--- config.mk ---
export PLATFORM = sky130hd
export DESIGN_NAME = fir_pe_sequencer
export DESIGN_NICKNAME = d
export VERILOG_FILES = /design/src/rtl/fir_seq_pkg.sv /design/src/rtl/fir_seq_wait_timer.sv /design/src/rtl/fir_pe_sequencer.sv
export SDC_FILE = /design/constraint.sdc
export NUM_CORES = 1
export LEC_CHECK = 0
export CORE_MARGIN = 1
export CORE_UTILIZATION = 35
export DETAILED_ROUTE_END_ITERATION = 6
export PLACE_DENSITY = 0.79
export REMOVE_ABC_BUFFERS = 1
export SYNTH_ARGS = -nofsm -noshare
export SYNTH_HDL_FRONTEND = slang
export SYNTH_SLANG_ARGS = --single-unit
--- constraint.sdc ---
create_clock -name clk30x -period 3.1 [get_ports clk30x]
set_input_delay 0.31 -clock clk30x [delete_from_list [all_inputs] [get_ports clk30x]]
set_output_delay 0.31 -clock clk30x [all_outputs]
set_load 0.02 [all_outputs]
--- src/rtl/fir_seq_pkg.sv ---
// rtl/fir_seq_pkg.sv - shared FSM encoding and default geometry for the FIR PE sequencer.
package fir_seq_pkg;

  localparam int unsigned NTAPS_DEF        = 8;
  localparam int unsigned IDX_W_DEF        = 3;
  localparam int unsigned MIN_WAIT_DEF     = 2;
  localparam int unsigned MULT_TIMEOUT_DEF = 31;
  localparam int unsigned CNT_W_DEF        = 5;

  typedef enum logic [2:0] {
    ST_IDLE,
    ST_ROMRD,
    ST_START,
    ST_WAIT,
    ST_COMMIT
  } seq_state_e;

endpackage

--- src/rtl/fir_seq_wait_timer.sv ---
// rtl/fir_seq_wait_timer.sv - multiplier wait counter with completion and timeout detection.
// The timeout path exists only when FIR_SEQ_TIMEOUT_EN is defined.
module fir_seq_wait_timer
  import fir_seq_pkg::*;
#(
  parameter int unsigned NTAPS        = NTAPS_DEF,
  parameter int unsigned CNT_W        = CNT_W_DEF,
  parameter int unsigned MIN_WAIT     = MIN_WAIT_DEF,
  parameter int unsigned MULT_TIMEOUT = MULT_TIMEOUT_DEF
) (
  input  logic             clk_i,
  input  logic             rst_ni,
  input  logic             clr_i,
  input  logic             en_i,
  input  logic [NTAPS-1:0] busy_i,
  output logic             done_o,
  output logic             timeout_o
);

  logic [CNT_W-1:0] cnt_q, cnt_d, cnt_inc;

  // Decisions use the post-increment count, so it equals the number of wait cycles spent.
  // Saturating at the limit keeps an endless wait from wrapping back under MIN_WAIT.
  assign cnt_inc = (cnt_q == CNT_W'(MULT_TIMEOUT)) ? cnt_q : cnt_q + CNT_W'(1);

  always_comb begin
    cnt_d = cnt_q;
    if (clr_i) begin
      cnt_d = '0;
    end else if (en_i) begin
      cnt_d = cnt_inc;
    end
  end

  always_ff @(posedge clk_i or negedge rst_ni) begin
    if (!rst_ni) begin
      cnt_q <= '0;
    end else begin
      cnt_q <= cnt_d;
    end
  end

  assign done_o = en_i && (cnt_inc >= CNT_W'(MIN_WAIT)) && (busy_i == '0);

`ifdef FIR_SEQ_TIMEOUT_EN
  assign timeout_o = en_i && !done_o && (cnt_inc == CNT_W'(MULT_TIMEOUT));
`else
  assign timeout_o = 1'b0;
`endif

endmodule

--- src/rtl/fir_pe_sequencer.sv ---
// rtl/fir_pe_sequencer.sv - busy-handshake control sequencer for the 8-PE systolic FIR datapath.
// FIR_SEQ_TIMEOUT_EN enables the forced-commit timeout and the sticky err_timeout flag.
module fir_pe_sequencer
  import fir_seq_pkg::*;
#(
  parameter int unsigned NTAPS        = NTAPS_DEF,
  parameter int unsigned IDX_W        = IDX_W_DEF,
  parameter int unsigned MIN_WAIT     = MIN_WAIT_DEF,
  parameter int unsigned MULT_TIMEOUT = MULT_TIMEOUT_DEF,
  parameter int unsigned CNT_W        = CNT_W_DEF
) (
  input  logic             clk30x,
  input  logic             rst,
  input  logic             in_valid,
  output logic             in_ready,
  output logic             sample_load,
  input  logic [NTAPS-1:0] mult_busy,
  output logic             mult_start,
  output logic             commit,
  output logic [IDX_W-1:0] word_index,
  output logic [IDX_W-1:0] out_sel,
  output logic [NTAPS-1:0] clear_mask,
  output logic             rom_read_en,
  output logic             rom_ce,
  output logic             rom_tri_output,
  output logic             out_valid,
  input  logic             out_ready,
  output logic             err_timeout,
  input  logic             clr_err
);

  seq_state_e       state_q, state_d;
  logic [IDX_W-1:0] word_index_q, word_index_d;
  logic             out_valid_q, out_valid_d;
  logic             err_q, err_d;
  logic             rom_en_q;
  logic             timer_clr, timer_en, wait_done, wait_timeout;

  fir_seq_wait_timer #(
    .NTAPS       (NTAPS),
    .CNT_W       (CNT_W),
    .MIN_WAIT    (MIN_WAIT),
    .MULT_TIMEOUT(MULT_TIMEOUT)
  ) u_wait_timer (
    .clk_i    (clk30x),
    .rst_ni   (rst),
    .clr_i    (timer_clr),
    .en_i     (timer_en),
    .busy_i   (mult_busy),
    .done_o   (wait_done),
    .timeout_o(wait_timeout)
  );

  always_comb begin
    state_d      = state_q;
    word_index_d = word_index_q;
    in_ready     = 1'b0;
    mult_start   = 1'b0;
    commit       = 1'b0;
    timer_clr    = 1'b0;
    timer_en     = 1'b0;
    case (state_q)
      ST_IDLE: begin
        in_ready = rom_en_q && (!out_valid_q || out_ready);
        if (in_valid && in_ready) state_d = ST_ROMRD;
      end
      ST_ROMRD: state_d = ST_START;
      ST_START: begin
        mult_start = 1'b1;
        timer_clr  = 1'b1;
        state_d    = ST_WAIT;
      end
      ST_WAIT: begin
        timer_en = 1'b1;
        if (wait_done || wait_timeout) state_d = ST_COMMIT;
      end
      ST_COMMIT: begin
        commit       = 1'b1;
        word_index_d = word_index_q + IDX_W'(1);
        state_d      = ST_IDLE;
      end
      default: state_d = ST_IDLE;
    endcase
  end

  // A commit in the same cycle as a downstream accept leaves a fresh word pending.
  assign out_valid_d = commit ? 1'b1 : ((out_valid_q && out_ready) ? 1'b0 : out_valid_q);
  assign err_d       = (err_q || wait_timeout) && !clr_err;

  always_ff @(posedge clk30x or negedge rst) begin
    if (!rst) begin
      state_q      <= ST_IDLE;
      word_index_q <= '0;
      out_valid_q  <= 1'b0;
      err_q        <= 1'b0;
      rom_en_q     <= 1'b0;
    end else begin
      state_q      <= state_d;
      word_index_q <= word_index_d;
      out_valid_q  <= out_valid_d;
      err_q        <= err_d;
      rom_en_q     <= 1'b1;
    end
  end

  assign sample_load    = in_valid && in_ready;
  assign word_index     = word_index_q;
  assign out_sel        = word_index_q + IDX_W'(1);
  assign clear_mask     = NTAPS'(1) << word_index_q;
  assign rom_read_en    = rom_en_q;
  assign rom_ce         = rom_en_q;
  assign rom_tri_output = !rom_en_q;
  assign out_valid      = out_valid_q;
  assign err_timeout    = err_q;

endmodule

* Yosys cells after proc, flatten, opt, wreduce, memory -nomap -nowiden
Cells that the tools add are included.
** Cells by class
- Add/subtract/negate cells :: 2
- $mul :: 0
- Div/mod/pow operators :: 0
- Magnitude comparators :: 1
- Equality and inequality tests :: 7
- Shift operators :: 1
- Multiplexer cells :: 12
- Bitwise gates (word level) :: 0
- Reductions and logical operators :: 16
** Operators by type and width (count)
- $mux W5 :: 3
- $pmux W3 S4 :: 1
- $logic_not A8 Y1 :: 1
- $shl A1 B3 Y8 const A :: 1
- $logic_and A1 B1 Y1 :: 7
- $eq A3 B2 Y1 const B :: 2
- $mux W1 :: 6
- $mux W3 :: 2
- $add A5 B1 Y5 const B :: 1
- $eq A5 B5 Y1 const B :: 1
- $ge A5 B2 Y1 const B :: 1
- $reduce_bool A2 Y1 :: 2
- $add A3 B1 Y3 const B :: 1
- $eq A3 B1 Y1 const B :: 1
- $eq A3 B3 Y1 const B :: 1
- $logic_not A1 Y1 :: 3
- $logic_not A3 Y1 :: 1
- $ne A2 B1 Y1 const B :: 1
- $ne A2 B2 Y1 const B :: 1
- $reduce_and A2 Y1 :: 1
- $logic_or A1 B1 Y1 :: 1
** Word-level totals
- Flip-flop bits (word level) :: 14
- Bits in latches :: 0
- RAM bits :: 0
- Bits in read-only memories :: 0
- Input port bits :: 13
- Output and inout bits :: 23
- Memories kept :: 0

* Logic depth before layout (Yosys ltp)
- Depth after elaboration :: 7
- Depth in mapped cells :: 5
- Gate-level depth less buffers :: 5

* Modules after synthesis
A second synthesis with hierarchy kept.
** Unflattened totals
- Cells, all modules :: 83
- Area total of the unflattened synthesis :: 823.3 um2
** Modules (own cells, without submodules)
- fir_pe_sequencer :: times used 1, cells an instance 51, area each 508.0 um2, seq. area each 225.2 um2
- fir_seq_wait_timer :: times used 1, cells an instance 32, area each 315.3 um2, seq. area each 125.1 um2

* Least setup slack after synthesis
No wires, ideal clock.
- Path type :: input to register
- Start point :: input mult_busy[5]
- End point :: register state_q[0]
- Arrival :: 1.705 ns
- Required time :: 2.981 ns
- Path slack :: 1.276 ns
- Stages :: 4
- Cells stage by stage :: or4_1 -> or3_1 -> or4_1 -> o21a_1
** On the way
- Cells in the longest elaborated chain, start to end :: 4
** Ends and longest elaborated chain
- from (decl) :: line fir_pe_sequencer.sv:17 : input logic [NTAPS-1:0] mult_busy,
- $logic_not A8 Y1 :: line fir_seq_wait_timer.sv:43 : assign done_o = en_i && (cnt_inc >= CNT_W'(MIN_WAIT)) && (busy_i == '0);
- $logic_and A1 B1 Y1 :: line fir_seq_wait_timer.sv:43
- $ne A2 B1 Y1 (no line)
- $reduce_and A2 Y1 (no line)
- to (signal assigned) :: line fir_pe_sequencer.sv:98 : state_q <= state_d;
- to (decl) :: line fir_pe_sequencer.sv:32 : seq_state_e state_q, state_d;
Every way passes these cells.
A chain may end at the register's enable or synchronous reset.

* Final worst setup path
- Start point :: register word_index_q[0] (netlist: word_index[0])
- End point :: output out_sel[2]
** On the way
- Cells in the longest elaborated chain, start to end :: 1
** Ends and longest elaborated chain
- from (decl) :: line fir_pe_sequencer.sv:33 : logic [IDX_W-1:0] word_index_q, word_index_d;
- from (signal assigned) :: line fir_pe_sequencer.sv:99 : word_index_q <= word_index_d;
- $add A3 B1 Y3 :: line fir_pe_sequencer.sv:108 : assign out_sel = word_index_q + IDX_W'(1);
- to (decl) :: line fir_pe_sequencer.sv:21 : output logic [IDX_W-1:0] out_sel,
Every way passes these cells.

==> results by stage <==
Outcome:
- The flow ran to the end, and the final reports show no timing, DRC or antenna violations.

Global route:
- The wire length of the first global-routing pass is 3060 µm.
- Entering global routing, the biggest net connects 15 pins.
- The global-route usage over all layers is 0.164.
- The overflow left after global routing is 0.
- The initial antenna violation count came to 0.
- The via count of the first global-routing pass is 735.

Synth:
- The number of synthesized register bits is 14.
- The synthesized area is just under 800 µm².
- The share of the Yosys chip area taken by registers is 0.444.
- The post-synthesis instance total is 86.
- The most common flop cell mapped by yosys is dfrtp_1.
- Of all flip-flops after synthesis, the portion carrying an async set or reset was 1.00.
- The number of synthesis warnings is 0.
- The number of enable-type register cells in the synthesized netlist is 0.
- The per-instance average area after synthesis is 9.18 µm².
- After synthesis, the netlist uses 29 different library cells.

CTS:
- In this run the number of H-tree levels came out at 1.
- The quantity of gates resized following cts is 0.
- The cell at the root of the clock tree is clkbuf_4.
- Clock-pin slew was measured on the worst setup and hold paths at 0.08 ns.
- Counting every sink on the clock net gives 14.
- At the later pin of the worst-skew pair, clock insertion delay measures 0.28 ns.
- The deepest clock path buffer count is 2.
- The CTS buffer count is 3.
- Once the clock tree was built, the setup fixing pass inserted 0 buffers.
- The number of buffers inserted by hold repair at cts is 0.
- The TritonCTS clock tree is yes.

Detailed routing:
- After detailed routing, the number of remaining DRC violations is 0.
- The count of routing violations after the opening detailed-route iteration is 18.
- After detailed routing, the total wire length is 1730 µm.
- The routed wirelength normalized by instance count is 11.5 µm.
- Summing over every cut layer, the via total after detailed routing is 749.
- Dividing the detail-routed via count by the number of cells gives 4.99.
- The count of nets left with antenna violations once routing finished came out at 0.
- Before antenna repair, the detailed router went through 4 iterations.

Worst setup path:
- The type of the worst setup path is reg2out.
- STA puts the critical path data arrival time at ~1.9 ns.
- The data required time at the worst endpoint is approximately 2.8 ns.
- The largest fanout of any net on the critical path is 5.
- The category of the worst setup path launch point is a flip-flop.
- The worst setup path is captured at a primary output.

Job:
- Max-cap violations in this run came to 0.

Finish:
- The fraction of final layout cells sized beyond drive strength 1 is 0.0407.
- In the layout the commonest cells are clkdlybuf4s50_1 (35), dfrtp_1 (14), nor2_1 (10).
- The filler cells instantiated in the layout total 192.
- 0 antenna diodes ended up in the layout.
- The area of combinational cells with multiple inputs is 402 µm².
- From synthesis to final layout, the design area changed by 50.6%.
- The footprint of the flip-flops and latches is 350 µm².
- The final-stage net count is 145.
- The area of all placed cells without fillers is 1190 µm².
- The commonest non-fill, non-tap cell in the layout is clkdlybuf4s50_1.

Min path:
- The type of the worst min-delay path is in2async.

STA:
- The number of pins with negative max-slew slack in the final report is 0.
- Counting I/O delays and the setup requirement, the final critical path takes 2.21 ns.
- For the pin with the worst max-slew slack, the measured transition is between 0.6 and 0.7 ns.
- The final number of hold-violating endpoints is 0.
- Setup repair after global routing left no endpoint under its margin.
- The maximum operating frequency is 453 MHz.
- For the final database, setup skew stands at 0.00460 ns.
- The number of setup violations in the final report is 0.
- Adding up every negative setup slack in the final design gives 0 ns.
- The relative slew slack is 0.587.
- The final period utilization is 0.712.

Die:
- The die is 49.5 µm tall.
- Measured along the x axis, the die boundary spans 49.5 µm.
- For this design the top-level I/O count stands at 36.
- The effective utilization at floorplan is 0.387.
- The floorplan step defined a die boundary enclosing 2450 µm².
- The site row count is 16.
- The core area is 2040 µm².

Placed design:
- The count of buffers added on input and output ports is 35.
- The final estimated routing congestion in global placement is 0.825.
- After legalization and detailed placement, the total HPWL measured between 1000 and 1500 µm.
- The placed instances occupy a cell area of 1170 µm².

Pwr:
- The worst-case IR drop observed on VDD is 0.266 mV.
- The static leakage is 0.000533 µW.
- The power density normalized to cell area is about 430 nW/µm².
==> cells in the mapped netlist, drive strengths merged (2+ instances only) <==
cell    instances  area (µm²)
inv             8        30.0
o22ai           2        12.5
a31oi           3        18.8
dfrtp          14         350
a21oi           3        15.0
nor2b           5        31.3
o21ai           3        15.0
nor2           10        37.5
and2            5        31.3
nand2b          2        12.5
nand3           2        10.0
ha              7        87.6
or4             2        15.0
nand2           7        26.3
==> final cells by class <==
type / instances / share of cell area
multi-input combinational: 63 / 0.338
timing repair buffer: 35 / 0.295
tap: 27 / 0.0284
clock buffer: 3 / 0.0189
sequential: 14 / 0.295
inverter: 8 / 0.0253
==> report_power, final <==
group | switching [µW] | leakage [µW] | internal, µW
registers | 44.3 | 0.000169 | 216
logic | 76.3 | 0.000350 | 74.2
clock network | 56.0 | 0.0000138 | 45.0
total | 177 | 0.000533 | 336
==> registers in the layout (all words and copies together), names as in the netlist <==
name,flops
err_timeout,1
state_q,3
word_index,3
out_valid,1
u_wait_timer.cnt_q,5
rom_ce,1
==> cells by family after synthesis <==
group                    count (synthesis)  synth area share
XOR/XNOR                                 1            0.0111
adder cells (fa/ha/maj)                  7             0.111
AND/OR/NAND/NOR                         39             0.263
AO/OA/AOI/OAI                           15             0.119
buffers and inverters                    9            0.0475
other                                    1           0.00475
flip-flops                              14             0.444
==> worst max-delay path: stages (launching register included) <==
cell and delay, ns:
dfrtp_1 0.44, ha_1 0.24, ha_1 0.29, inv_1 0.06, clkdlybuf4s50_1 0.59
==> stage by stage <==
stage | hold WS, ns | util | setup WS, ns | instances | total power, µW
finish | 0.412 | 0.582 | 0.891 | 150 | 512
global route | 0.465 | 0.582 | 0.792 | 150 | 551
CTS | 0.441 | 0.582 | 0.869 | 150 | 512
detailed placement | 0.503 | 0.571 | 0.827 | 147 | 411
global placement | 0.493 | 0.571 | 0.872 | 147 | 398
floorplan | 0.0144 | - | 1.28 | 85 | 358
==> path summary, 6_finish.rpt <==
kind | startpoint | end | slack, ns | cells after the start
min in group clk30x | err_timeout$_DFF_PN0_ | err_timeout$_DFF_PN0_ | 0.51 | 1
max reg2reg | u_wait_timer.cnt_q[0]$_DFFE_PN0P_ | state_q[1]$_DFFE_PN0P_ | 1.47 | 5
min | rst | err_timeout$_DFF_PN0_ | 0.41 | 1
max in group asynchronous | rst | word_index[0]$_DFFE_PN0P_ | 2.29 | 1
min reg2reg | err_timeout$_DFF_PN0_ | err_timeout$_DFF_PN0_ | 0.51 | 1
max | word_index[0]$_DFFE_PN0P_ | out_sel[2] | 0.89 | 4
==> per-layer routing <==
metal	vias to the layer above	GRT usage	routed length, µm
li1	368	-	-
met1	344	0.181	704
met2	35	0.299	885
met3	2	0.0216	118
met4	0	0.0905	21
met5	-	0	0
Note: power is estimated with default switching activity, not from simulation.
